$ cat src/rtl/rom.sv
// Microcode decoder ROM: splits an 8-bit instruction into registered
// register-file, ALU, immediate and data-bus nibbles, with a fixed 16x4 constant memory.
module rom (
  input  logic       clk,
  input  logic       rst,
  input  logic [7:0] instr,
  output logic [3:0] bus,
  output logic [3:0] instr_r,
  output logic [3:0] instr_a,
  output logic [3:0] imm
);

  typedef enum logic [3:0] {
    OP_REG  = 4'h0,
    OP_LDA  = 4'h2,
    OP_JNZ  = 4'h3,
    OP_LDB  = 4'h4,
    OP_LDOP = 4'h6,
    OP_JMP  = 4'h7,
    OP_MOVA = 4'hB,
    OP_MOVR = 4'hF
  } opcode_t;

  typedef enum logic [3:0] {
    R_NOP  = 4'h0,
    R_LDA  = 4'h8,
    R_LDB  = 4'h9,
    R_LDOP = 4'hA,
    R_LDR  = 4'hB,
    R_JMP  = 4'hC,
    R_JNZ  = 4'hD
  } rmop_t;

  logic [3:0] opcode;
  logic [3:0] n;
  logic [3:0] mem_data;
  logic [3:0] bus_d;
  logic [3:0] instr_r_d;
  logic [3:0] instr_a_d;
  logic [3:0] imm_d;

  assign opcode = instr[7:4];
  assign n      = instr[3:0];

  // Constant data memory: MEM[n] = F - n, read-only and independent of reset.
  assign mem_data = 4'hF - n;

  always_comb begin
    bus_d     = '0;
    instr_r_d = R_NOP;
    instr_a_d = '0;
    imm_d     = '0;
    case (opcode)
      OP_REG: begin
        // Operand MSB selects register move (r-field) versus ALU op (a-field).
        if (n[3]) instr_a_d = n;
        else      instr_r_d = n;
      end
      OP_LDA: begin
        instr_r_d = R_LDA;
        imm_d     = n;
        bus_d     = n;
      end
      OP_JNZ: begin
        instr_r_d = R_JNZ;
        imm_d     = n;
        bus_d     = n;
      end
      OP_LDB: begin
        instr_r_d = R_LDB;
        imm_d     = n;
        bus_d     = n;
      end
      OP_LDOP: begin
        instr_r_d = R_LDOP;
        imm_d     = n;
        bus_d     = n;
      end
      OP_JMP: begin
        instr_r_d = R_JMP;
        imm_d     = n;
        bus_d     = n;
      end
      OP_MOVA: begin
        instr_r_d = R_LDA;
        imm_d     = n;
        bus_d     = mem_data;
      end
      OP_MOVR: begin
        instr_r_d = R_LDR;
        imm_d     = n;
        bus_d     = mem_data;
      end
      default: ;
    endcase
  end

  always_ff @(posedge clk) begin
    if (rst) begin
      bus     <= '0;
      instr_r <= '0;
      instr_a <= '0;
      imm     <= '0;
    end else begin
      bus     <= bus_d;
      instr_r <= instr_r_d;
      instr_a <= instr_a_d;
      imm     <= imm_d;
    end
  end

endmodule

$ cat config.mk
export PLATFORM = sky130hd
export DESIGN_NAME = rom
export DESIGN_NICKNAME = d
export VERILOG_FILES = /design/src/rtl/rom.sv
export SDC_FILE = /design/constraint.sdc
export NUM_CORES = 1
export LEC_CHECK = 0
export BUFFER_PORTS_ARGS = -buffer_cell sky130_fd_sc_hd__buf_2
export CORE_UTILIZATION = 44
export DETAILED_ROUTE_END_ITERATION = 16
export PLACE_DENSITY_LB_ADDON = 0.2
export SYNTH_ARGS = -nofsm -noshare
export SYNTH_HDL_FRONTEND = slang
export SYNTH_SLANG_ARGS = --single-unit
$ cat constraint.sdc
create_clock -name clk -period 1 [get_ports clk]
set_input_delay 0 -clock clk [delete_from_list [all_inputs] [get_ports clk]]
set_output_delay 0 -clock clk [all_outputs]
set_load 0.02 [all_outputs]
==> results.md <==
* Postcts setup bufs at 0
* Overflow left after global routing at 0
* CTS clk-pin slew, worst paths at 0.09 ns
* Leakage at 0.375 nW
* Vias in the first global route at 438
* Chip Width at 40.0 um
* Wire per inst at 11.5 um
* CTS tree: built
* Status: completed
* Die area at 1600 um^2
* Fin. Hold Viols at 0
* Met2 routed WL at 589 um
* Top-Level Pins at 26
* DIE HEIGHT at 40.0 um
* Final WL at 1.24 mm
* Synth-to-Final Area Change at 29.7%
* Worst path required time at 1.21 ns
* Final core occ at 62.7%
* Tot Pwr at 1.26 mW
* EDFF count, synth at 0
* Final Wtd Congestion at 0.794
* Total core area at 1320 um^2
* WL met1 at 566 um
* Peak VDD IR at 932 uV
* Max-cap viol count at 0
* Top sig layer: met4
* Peak Freq at 1090 MHz
* FP Rows at 13
* CTS Buf Count at 3
* Slowest cell on crit path: dlygate4sd3_1
* Critical path launch point type: primary input
* First-pass GRT wire length at 1.88 mm
* Fin crit period at 0.920 ns
* CP cell instances: dlygate4sd3_1 > buf_2 > nor4b_2 > mux2i_1 > nor3_1
* Post-synthesis sequential area ratio at 50.3%
* GR Util All Layers at 19.2%
* Synth Cell Area at 637 um^2
* CP Data Arrival Time at 1.13 ns
* Hold endpoint: instr_r[0]
* Initial DRC count at 8
* Metal3 WL at 59 um
* CTS Sinks at 16
* DRC viols at 0
* Max Fanout on Critical Path at 6
* CP endpoint kind: flip-flop
* Max Transition Viols Final at 0
* TritonRoute pass-1 iters at 4
* Hold WS at 0.00899 ns
* Vias at 556
* Syn Area/Cell at 9.80 um^2
* Drt via density at 5.15
* Layout cells sized above 1 at 35.5%
* HP Class: in -> reg
* Slew @ Worst Pin at 0.300 ns
* Slew Limit Headroom at 80.0%
* #FFs+latches synth at 16
* Pin count of the biggest net entering global routing at 15
* Final period util at 92.0%
* Placed insts at 101
* Antenna viol nets, final at 0
* Initial antenna violation count at 0
* Hold depth at 2
* Clock Tree Root: clkbuf_4
* YS warnings at 0
* PwrDens at 1520 nW/um^2
* Initial core utilization at 48.3%
* # diodes at 0
* Clock Tree Buf Depth at 2
* Final Instance Count excl. Fillers at 108
* I/O Buffers at 25
* Asr flop ratio synth at 0%
* Cells after synthesis at 65
* Slowest cell delay on critical path at 0.52 ns
* Syn Nets at 75
* Crit Path Class: in -> reg
* Placed cell areas at 753 um^2
* Synth unique cells at 26
* Fin nets at 104
* HP Start: rst
* Final instance area at 826 um^2
* Main flop type after synthesis: dfxtp_1
* Setup violators final at 0
* Max H-tree Level at 1
-- routing by layer --
layer / up-vias / GRT usage, %
li1: 284 / -
met1: 252 / 21.2
met2: 16 / 30.2
met3: 4 / 7.22
met4: 0 / 12.9
met5: - / 0
-- where the power goes --
part | total [mW] | leakage, nW | internal (mW) | switching (mW)
clock | 0.412 | 0.0210 | 0.222 | 0.190
sequential | 0.665 | 0.131 | 0.661 | 0.00473
combinational | 0.182 | 0.224 | 0.0728 | 0.109
total | 1.26 | 0.375 | 0.955 | 0.304
-- cell type report --
| class | instances | area, um^2 |
|---|---|---|
| timing repair buffer | 28 | 155 |
| clock buffer | 4 | 36.3 |
| fill | 117 | 492 |
| inverter | 2 | 7.51 |
| multi-input combinational | 43 | 288 |
| tap | 15 | 18.8 |
| sequential | 16 | 320 |
-- sequential cells by signal, summed over array words and instances, names as in the netlist --
signal and flops:
instr_r 4, imm 4, bus 4, instr_a 4
-- critical path: cells and delay by family --
| kind | cells | cell delay (ns) |
|---|---|---|
| multiplexers | 1 | 0.13 |
| AND/OR/NAND/NOR | 2 | 0.34 |
| buffers and inverters | 2 | 0.67 |
-- synthesized netlist by cell type, types with 2 or more instances --
cell type / n / area share (%)
nor2b_1: 2 / 2.0
and2_1: 7 / 6.9
xnor2_1: 2 / 2.8
nand2_1: 7 / 4.1
nor3_1: 3 / 2.4
nor2_1: 2 / 1.2
dfxtp_1: 16 / 50
a31oi_1: 4 / 3.9
inv_1: 2 / 1.2
nand4b_1: 4 / 5.5
-- repair_timing --
item	in CTS	in global routing
setup endpoints to repair	0	1
resized for setup	0	1
hold buffers	3	0
endpoints found under the hold margin	6	0
-- cell usage in the layout (no fill, tap or decap) --
cell type / netlist / routed
a21oi_1: 1 / 1
a221oi_2: 1 / 1
a31oi_1: 4 / 4
a32oi_1: 1 / 1
and2_1: 7 / 7
and3_2: 1 / 1
buf_2: 1 / 25
clkbuf_4: 0 / 3
clkbuf_8: 0 / 1
dfxtp_1: 16 / 16
dlygate4sd3_1: 0 / 3
inv_1: 2 / 2
mux2i_1: 1 / 1
nand2_1: 7 / 7
nand2b_1: 1 / 1
nand3_1: 1 / 1
nand3b_1: 1 / 1
nand4b_1: 4 / 4
nor2_1: 2 / 2
nor2b_1: 2 / 2
nor3_1: 3 / 3
nor3b_1: 1 / 1
nor3b_2: 1 / 1
nor4b_2: 0 / 1
o21ai_0: 1 / 1
xnor2_1: 2 / 2
-- how the worst max path moves through the flow --
stage	startpoint	endpoint	slack (ns)	depth (start not counted)
detailed placement	instr[4]	imm[3]	0.11	4
global placement	instr[4]	imm[3]	0.12	4
global route	instr[2]	instr_r[2]	-0.005	5
CTS	instr[2]	instr_r[2]	0.06	5
floorplan	rst	instr_a[0]	0.24	4
finish	instr[2]	instr_r[2]	0.08	5
-- metrics by stage --
stage | TNS (ns) | setup slack, ns
detailed placement | 0 | 0.107
finish | 0 | 0.0800
CTS | 0 | 0.0554
global placement | 0 | 0.117
global route | -0.00492 | -0.00492
floorplan | 0 | 0.244
-- kinds of logic after synthesis --
| group | Yosys count | synth area share (%) |
|---|---|---|
| flops | 16 | 50.3 |
| compound gates | 8 | 9.23 |
| mux | 1 | 1.57 |
| simple gates | 32 | 30.6 |
| buf+inv | 6 | 5.50 |
| xor+xnor | 2 | 2.75 |
No activity file was read; power rests on OpenSTA's default activity.
